### config.mk
export PLATFORM = sky130hd
export DESIGN_NAME = if_id_skid
export DESIGN_NICKNAME = d
export VERILOG_FILES = /design/src/rtl/if_id_skid.sv
export SDC_FILE = /design/constraint.sdc
export NUM_CORES = 1
export LEC_CHECK = 0
export ABC_CLOCK_PERIOD_IN_PS = 3000
export CAP_MARGIN = 10
export CORE_UTILIZATION = 44
export CTS_CLUSTER_DIAMETER = 30
export DETAILED_ROUTE_END_ITERATION = 10
export DONT_BUFFER_PORTS = 1
export PLACE_DENSITY = 0.63
export SETUP_SLACK_MARGIN = 0.02
export SYNTH_ARGS = -nofsm -noshare
export SYNTH_HDL_FRONTEND = slang
export SYNTH_SLANG_ARGS = --single-unit
### constraint.sdc
create_clock -name clk -period 3 [get_ports clk]
set_clock_uncertainty 0.2 [all_clocks]
set_input_delay 0.3 -clock clk [delete_from_list [all_inputs] [get_ports clk]]
set_output_delay 0.3 -clock clk [all_outputs]
set_load 0.01 [all_outputs]
### src/rtl/if_id_skid.sv
// ---------------------------------------------------------------------------
// if_id_skid -- two-entry elastic buffer between instruction fetch and decode.
//
// Carries a DW-bit payload (PC + instruction word) under valid/ready. Sustains
// one transfer per cycle; in_ready depends only on occupancy state and rst, so
// decode back-pressure (out_ready) never reaches fetch combinationally.
//
// Ports:
//   clk        single clock, rising-edge
//   rst        synchronous, active-high reset (priority over flush)
//   flush      discard all buffered entries (branch/trap redirect)
//   in_valid   fetch presents a payload
//   in_ready   buffer accepts a payload this cycle
//   in_data    payload from fetch
//   out_valid  head entry is valid
//   out_ready  decode takes the head entry this cycle
//   out_data   head entry payload
//   count      occupancy 0..2
//
// Build option:
//   RISCX_SKID_FLUSH_EN  when defined, flush empties the buffer; when
//                        undefined the flush port is present but ignored.
// ---------------------------------------------------------------------------
module if_id_skid #(
    parameter int DW = 64
) (
    input  logic          clk,
    input  logic          rst,
    input  logic          flush,
    input  logic          in_valid,
    output logic          in_ready,
    input  logic [DW-1:0] in_data,
    output logic          out_valid,
    input  logic          out_ready,
    output logic [DW-1:0] out_data,
    output logic [1:0]    count
);

    // Occupancy doubles as the FSM state.
    typedef enum logic [1:0] {
        EMPTY = 2'd0,
        ONE   = 2'd1,
        FULL  = 2'd2
    } state_t;

    state_t        state;
    logic [DW-1:0] mem [2];
    logic          wr_ptr;
    logic          rd_ptr;
    logic          flush_eff;
    logic          push;
    logic          pop;

`ifdef RISCX_SKID_FLUSH_EN
    assign flush_eff = flush;
`else
    // Port kept for a uniform interface; masked so it has no effect.
    assign flush_eff = flush & 1'b0;
`endif

    // Outputs come from state and storage only: no in_* -> out_* path and
    // no out_ready -> in_ready path.
    assign in_ready  = (state != FULL) & ~rst;
    assign out_valid = (state != EMPTY);
    assign out_data  = mem[rd_ptr];
    assign count     = state;

    assign push = in_valid & in_ready;
    assign pop  = out_valid & out_ready;

    always_ff @(posedge clk) begin
        if (rst) begin
            state  <= EMPTY;
            wr_ptr <= 1'b0;
            rd_ptr <= 1'b0;
            mem[0] <= '0;
            mem[1] <= '0;
        end else if (flush_eff) begin
            // Drops anything offered this cycle; storage keeps stale data,
            // which is harmless since out_valid is low.
            state  <= EMPTY;
            wr_ptr <= 1'b0;
            rd_ptr <= 1'b0;
        end else begin
            if (push) begin
                mem[wr_ptr] <= in_data;
                wr_ptr      <= ~wr_ptr;
            end
            if (pop) begin
                rd_ptr <= ~rd_ptr;
            end
            case (state)
                EMPTY: if (push) state <= ONE;
                ONE: begin
                    if (push && !pop)      state <= FULL;
                    else if (pop && !push) state <= EMPTY;
                end
                FULL:    if (pop) state <= ONE;
                default: state <= EMPTY;
            endcase
        end
    end

endmodule

### Word-level counts from Yosys, hierarchy flattened

Memory sizes are Yosys's and may differ from the RTL's. A register that Yosys moved wholly into a read port is not among the register bits.
Index checks and enable logic that the tools add are counted.

* output and inout port bits: 68
* input bits: 69
* memory bits (writable): 128
* logic and storage cells: 39
* register bits after elaboration: 4
* memories: 1

* equality and inequality tests: 6
* bitwise gates (word level): 6
* muxes and demuxes: 15
* reduce and logical (&&, ||, !) cells: 8

Memories
* mem: words 2, bits a word 64, rd ports 1, clocked after memory_dff 1, write ports 2, RTL line 47 `logic [DW-1:0] mem [2];`

Operators by type and width (count)
* $mux 64: 1
* $reduce_or 64->1: 1
* $mux 1: 9
* $mux 2: 4
* $ne 2x2->1 const B: 3
* $pmux 2 s3: 1
* $and 1x1->1: 3
* $ne 3x3->1 const B: 1
* $not 1->1: 3
* $reduce_and 3->1: 1
* $eq 2x1->1 const B: 1
* $eq 2x2->1 const B: 1
* $logic_and 1x1->1: 2
* $logic_not 1->1: 2
* $logic_not 2->1: 1
* $reduce_bool 2->1: 1

### Depth between registers and ports, before layout

Gate-level depths: netlist (run 1).

* depth in word-level cells: 8
* depth in mapped cells: 5
* gate-level depth less buffers: 3

### Least setup slack after synthesis (run 1)

No wires, ideal clock.

* kind: input port to flip-flop
* start: input in_valid
* end: memory mem[0][0], enable pin
* data arrival time: 2.390 ns
* cell stages on the path: 4
* setup time: 0.432 ns
* path buffers: 1
* setup slack: -0.022 ns
* data required time: 2.368 ns
* cells stage by stage: clkbuf_1 -> inv_1 -> or3_1 -> nand2b_1

RTL lines
* from (decl): RTL line 30 `input logic in_valid,`
* to (decl): RTL line 47

==> metrics.txt, run 1 <==
outcome=complete, no violations; Power, Total=slightly below 5000 uW; Post-route DRC=0; Max-Slew Margin vs Limit=71.6%; final count of hold timing violations=0; Die Wd=118 um; Iter 0 DRT Violations=~140; maximum vdd ir drop=0.401 mV; final-layout worst hold slack=14.7 ps; hold-fix buffers at CTS=69; endpoint with the worst hold slack=count[0]$_SDFFE_PP0P_; min cycle time layout=roughly 2300 ps; clock-pin slew on the worst setup and hold paths=60 ps; worst path cell trace=nor2b_4 > or3_1 > nand2b_4 > buf_4; Final Net Count=577; Cell Rows=41; Clock Sinks=between 100 and 150; final number of max-transition violations=0; final WL=11700 um; first-pass GRT wire length=18800 um; total routing resource utilization after global routing=18.2%; GR Overflow Total=0; Avg Synthesized Cell Area=13.3 um^2; source of the worst register-to-register timing path=count[0]$_SDFFE_PP0P_; Cell Area, Placed=6030 um^2; Die Outline Area=13800 um^2; initial core utilization=45.8%; routed wirelength normalized by instance count=16.9 um; via density per instance=5.06; power density relative to cell area=673 nW/um^2; slowest cell on the critical path=dfxtp_1; slowest cell delay on critical path=550 ps; Critical Path RT=2900 ps; f_max=about 440 MHz; number of diodes added for antenna fixing=0; final worst-path cycle share=75.1%; post-synthesis register bit count=133; initial antenna violation count=0; Buf/Inv on CP=1; die height=~120 um; number of clock buffers inserted by TritonCTS=17; Final Setup Violations=0; Non-Filler Cell Area, Final=~7400 um^2; yosys synthesis warning count=0; number of routed nets with antenna violations=0; final RePlAce weighted congestion=0.703; element type at the critical path end=flip-flop; total of cells resized after clock tree synthesis=0; count of buffers from port buffering=0; sequential area share after synthesis=67.2%; maximum net fanout on the critical path=25; Synth Cell Area=5870 um^2; routed vias=~3500; crit-path leading delay family=simple AND/OR/NAND/NOR gates; latest clock arrival within the worst-skew pair=420 ps; post-CTS repair timing setup buffer count=0; number of standard cells after synthesis=442; unrepaired setup endpoints after global routing=no; maximum buffer depth of the clock tree=2; Hold Path Stages=3; maximum number of pins on one net before global-route repair=68; logic depth of the worst register-to-register path=4; startpoint of the most critical setup path=count[0]$_SDFFE_PP0P_; TritonRoute pass-1 iters=4; net count after synthesis=511; arrival time worst endpoint=2150 ps; CTS tree=done; final setup TNS=0 ps; Static Leak=0.00273 uW; area delta synth->final=25.5%; sum of net half-perimeters after detailed placement=6470 um; Root Buffer Master=clkbuf_16; transition at the pin with the smallest max-transition slack=426 ps; HP Class=in2reg; end of the worst register-to-register path=mem[0][9]$_SDFFCE_PN0P_; Maximum Capacitance Violations=0; startpoint of the lowest-slack hold path=in_valid; Setup Crit Path Kind=reg2reg; top-level port count=between 100 and 150; share of post-route cells with drive strength above 1=32.6%; core area=12800 um^2; sort of element at the start of the critical path=flip-flop; R2R setup slack=750 ps; via count of the first global-routing pass=3738; H-tree level count=4; number of distinct library cells after synthesis=23
-- where the power goes --
| group | switching (uW) | leakage, uW | internal, uW |
|---|---|---|---|
| logic | 327 | 0.00102 | 230 |
| clock network | 787 | 0.000300 | 1400 |
| registers | 36.5 | 0.00140 | 2180 |
-- how the worst max path moves through the flow --
stage	end	slack, ps	depth (start not counted)
floorplan	mem[0][0]$_SDFFCE_PN0P_	680	4
global placement	mem[0][15]$_SDFFCE_PN0P_	780	4
detailed placement	mem[0][15]$_SDFFCE_PN0P_	740	4
CTS	mem[0][9]$_SDFFCE_PN0P_	730	4
global route	mem[0][9]$_SDFFCE_PN0P_	660	4
finish	mem[0][9]$_SDFFCE_PN0P_	750	4
-- logic make-up after synthesis --
kind of cell	after synthesis	synth area share (%)
AO/OA/AOI/OAI	7	0.746
AND/OR/NAND/NOR	205	16.2
XOR/XNOR	1	0.149
flip-flops	133	67.2
multiplexers	65	12.4
buffers and inverters	31	3.24
-- metrics by stage --
| stage | cells | util (%) | setup WS [ps] |
|---|---|---|---|
| global placement | 592 | 47.0 | 781 |
| finish | 693 | 57.4 | 748 |
| detailed placement | 592 | 47.0 | 736 |
| floorplan | 442 | - | 681 |
| CTS | 693 | 57.4 | 727 |
| global route | 693 | 57.4 | 663 |
-- layout make-up --
cell class                 instances  area, um^2
fill                            1035        5460
sequential                       133        3950
multi-input combinational        278        1760
timing repair buffer              77         818
clock buffer                      17         425
tap                              172         215
clock inverter                    15         201
inverter                           1        3.75
-- tightest hold or removal path, stage by stage --
cell and delay [ps]:
mux2i_1 110, or3_1 120, o31ai_1 60
-- flip-flops by register name (all words and copies together), names as in the netlist, named ones only --
name / flops
count: 2
wr_ptr: 1
rd_ptr: 1
mem: 128
-- per-layer routing --
layer | up-vias | GRT usage [%] | wire length (um)
met5 | - | 0 | 0
met4 | 0 | 10.7 | 291
met3 | 27 | 5.57 | 645
met2 | 118 | 32.2 | 6160
met1 | 1700 | 19.1 | 4640
li1 | 1665 | - | -
-- cells in the final DEF (no fill, tap or decap) --
cell / netlist / final
edfxtp_1: 128 / 128
nor2_1: 72 / 72
dlygate4sd3_1: 0 / 68
mux2_2: 64 / 64
nand2_1: 64 / 64
nor2_2: 59 / 59
clkbuf_16: 0 / 17
inv_6: 0 / 4
bufinv_16: 0 / 4
dfxtp_1: 5 / 4
buf_4: 0 / 4
buf_12: 0 / 4
clkinvlp_4: 0 / 3
clkinv_2: 0 / 3
or3_1: 3 / 2
nand3b_1: 2 / 2
a21oi_1: 2 / 2
o21ai_0: 2 / 2
or2_2: 1 / 1
inv_1: 1 / 1
nor2b_4: 1 / 1
nand2b_4: 0 / 1
nand2b_1: 2 / 1
a31o_4: 0 / 1
or3_4: 0 / 1
nor3b_1: 1 / 1
mux2i_1: 1 / 1
o31ai_1: 1 / 1
xor2_1: 1 / 1
a211oi_1: 1 / 1
dfxtp_2: 0 / 1
clkinv_4: 0 / 1
buf_16: 0 / 1
-- synthesized netlist by cell type (all sizes together) --
| library cell | instances | area share [%] |
|---|---|---|
| nor3b | 1 | 0.13 |
| dfxtp | 5 | 1.7 |
| clkbuf | 6 | 0.38 |
| nand2 | 64 | 4.1 |
| a31o | 1 | 0.15 |
| mux2 | 64 | 12 |
| a21oi | 2 | 0.17 |
| or2 | 1 | 0.11 |
| nor2 | 131 | 11 |
| o31ai | 1 | 0.13 |
| mux2i | 1 | 0.17 |
| edfxtp | 128 | 65 |
| nand3b | 2 | 0.26 |
| xor2 | 1 | 0.15 |
| a211oi | 1 | 0.13 |
| inv | 1 | 0.064 |
| or3 | 3 | 0.32 |
| nor2b | 1 | 0.23 |
| buf | 24 | 2.8 |
| nand2b | 2 | 0.21 |
| o21ai | 2 | 0.17 |
Power figures use the tool's default switching activity.
==> run 2, diff against run 1 <==
--- a/config.mk
+++ b/config.mk
@@ -5,13 +5,13 @@
 export SDC_FILE = /design/constraint.sdc
 export NUM_CORES = 1
 export LEC_CHECK = 0
-export ABC_CLOCK_PERIOD_IN_PS = 3000
+export ABC_CLOCK_PERIOD_IN_PS = 2200
 export CAP_MARGIN = 10
 export CORE_UTILIZATION = 44
 export CTS_CLUSTER_DIAMETER = 30
 export DETAILED_ROUTE_END_ITERATION = 10
 export DONT_BUFFER_PORTS = 1
-export PLACE_DENSITY = 0.63
+export PLACE_DENSITY = 0.61
 export SETUP_SLACK_MARGIN = 0.02
 export SYNTH_ARGS = -nofsm -noshare
 export SYNTH_HDL_FRONTEND = slang
==> constraint.sdc (replaced) <==
create_clock -name clk -period 2.2 [get_ports clk]
set_clock_uncertainty 0.2 [all_clocks]
set_input_delay 0.22 -clock clk [delete_from_list [all_inputs] [get_ports clk]]
set_output_delay 0.22 -clock clk [all_outputs]
set_load 0.01 [all_outputs]
==> run 2 against run 1 <==
Clock-buffer cell count increased by 1. Hold slack improved by 42 ps. Via count increased by 0.91%. Sequential share of layout area decreased by 0.31 points. Non-clock buffer count increased by 1. Sequential power increased by 36%. Largest cell class unchanged.
==> metrics.txt, run 2 (synthesis results as in run 1) <==
total of cells resized after clock tree synthesis=0 (unchanged); clock-pin slew on the worst setup and hold paths=60 ps (about the same); number of clock buffers inserted by TritonCTS=17 (unchanged); element type at the critical path end=output port (was flip-flop); number of flip-flops in the largest register=128 (unchanged); Cell Rows=41 (unchanged); Setup Crit Path Kind=reg2out (was reg2reg); pre-CTS WS=278 ps (was 736 ps); Final Net Count=578 (was 577); Maximum Capacitance Violations=0 (unchanged); power density relative to cell area=908 nW/um^2 (was 673 nW/um^2); total area of multi-input combinational cells=1760 um^2 (unchanged); Final WS setup=245 ps (was 748 ps); top-level port count=137 (unchanged); transition at the pin with the smallest max-transition slack=397 ps (was 426 ps); final setup TNS=0 ps (unchanged); area taken by flip-flops and latches=3950 um^2 (unchanged); latest clock arrival within the worst-skew pair=410 ps (was 420 ps); Cell Area, Placed=6100 um^2 (was 6030 um^2); outcome=complete, no violations (unchanged); initial antenna violation count=0 (unchanged); Buf/Inv on CP=1 (unchanged); initial core utilization=45.8% (unchanged); final WL=11900 um (was 11700 um); count of buffers from port buffering=0 (unchanged); post-CTS repair timing setup buffer count=0 (unchanged); HP Class=in2reg (unchanged); maximum vdd ir drop=0.469 mV (was 0.401 mV); final RePlAce weighted congestion=0.666 (was 0.703); sum of net half-perimeters after detailed placement=6410 um (was 6470 um); Static Leak=0.00274 uW (was 0.00273 uW); slowest cell on the critical path=mux2_2 (was dfxtp_1); share of post-route cells with drive strength above 1=32.6% (about the same); fill cell instance count of the final layout=1072 (was 1035); via density per instance=5.10 (was 5.06); Die Wd=118 um (unchanged); Biggest register=mem (unchanged); routed wirelength normalized by instance count=17.1 um (was 16.9 um); f_max=512 MHz; worst path cell trace=buf_4 > mux2_2 (was nor2b_4 > or3_1 > nand2b_4 > buf_4); TritonRoute pass-1 iters=4 (unchanged); unrepaired setup endpoints after global routing=no (unchanged); crit-path leading delay family=multiplexers (was simple AND/OR/NAND/NOR gates); core area=12800 um^2 (unchanged); Clock Sinks=133 (unchanged); total routing resource utilization after global routing=18.5% (was 18.2%); number of routed nets with antenna violations=0 (unchanged); slowest cell delay on critical path=420 ps (was 550 ps); Post-route DRC=0 (unchanged); final core area utilization=57.8% (was 57.4%); Root Buffer Master=clkbuf_16 (unchanged); die height=118 um (unchanged); number of diodes added for antenna fixing=0 (unchanged); GR Overflow Total=0 (unchanged); maximum number of pins on one net before global-route repair=70 (was 68); final number of max-transition violations=0 (unchanged); Critical Path RT=1780 ps (was 2900 ps); maximum buffer depth of the clock tree=2 (unchanged); Non-Filler Cell Area, Final=7410 um^2 (was 7370 um^2); Iter 0 DRT Violations=191 (was 138); via count of the first global-routing pass=3807 (was 3738); area delta synth->final=26.2% (was 25.5%); final worst-path cycle share=88.9%; maximum net fanout on the critical path=25 (unchanged); Max-Slew Margin vs Limit=73.5% (was 71.6%); CTS tree=done (unchanged); arrival time worst endpoint=1530 ps (was 2150 ps); H-tree level count=4 (unchanged); routed vias=3542 (was 3510); min cycle time layout=a little under 2000 ps; sort of element at the start of the critical path=flip-flop (unchanged); first-pass GRT wire length=19500 um (was 18800 um); final count of hold timing violations=0 (unchanged); Die Outline Area=13800 um^2 (unchanged); most common cell after layout, fill and taps aside=edfxtp_1 (unchanged); commonest cells after routing, fill and taps aside=edfxtp_1, nor2_1, dlygate4sd3_1 (unchanged); Final Setup Violations=0 (unchanged)
-- run 2: cell types whose count changed in the layout (fill, tap and decap cells not counted) --
cell           before  now
buf_12              4    8
inv_6               4    0
buf_4               4    2
clkinvlp_4          3    5
clkbuf_1            0    1
clkinv_1            0    1
dlygate4sd3_1      68   67
-- run 2: where the power goes --
part	switching, uW	internal (uW)	total, uW
sequential	50.0	2980	3030
combinational	450	330	780
clock	1030	1880	2920
-- run 2: worst paths after layout --
path                               from                  endpoint  slack, ps  depth (start not counted)
setup / recovery              flip-flop              out_data[26]        250                          2
hold / removal                 in_valid     count[1]$_SDFFE_PP0P_         60                          3
setup reg to reg  count[1]$_SDFFE_PP0P_  mem[0][37]$_SDFFCE_PN0P_        280                          4
hold reg to reg     rd_ptr$_SDFFE_PP0P_       rd_ptr$_SDFFE_PP0P_        320                          2
-- run 2: tightest hold or removal path: stages --
cell      delay [ps]
buf_16           200
nand3b_1         120
a211oi_1          60
-- run 2: final cells by class --
class                      instances  area share (%)
clock buffer                      18            5.79
clock inverter                    14            2.50
inverter                           1          0.0507
multi-input combinational        278            23.7
sequential                       133            53.2
tap                              172            2.90
timing repair buffer              78            11.8
-- run 2: repair_timing --
item                                    CTS  global route
endpoints found under the setup margin    0             0
endpoints found under the hold margin   133             0
hold buffers                             68             0
-- run 2: per-stage QoR --
step	hold WS (ps)	total power, uW	instances
2_1_floorplan	92.8	3600	442
3_3_place_gp	90.1	3730	594
3_5_place_dp	91.1	3740	594
4_1_cts	41.3	6780	694
5_1_grt	58.1	6950	694
6_report	56.9	6730	694
-- run 2: per-layer routing --
layer | track usage, % | vias to the layer above | wire length [um]
li1 | - | 1664 | -
met3 | 4.84 | 19 | 516
met2 | 32.4 | 113 | 6190
met4 | 8.97 | 0 | 267
met5 | 0 | - | 0
met1 | 20.9 | 1746 | 4920
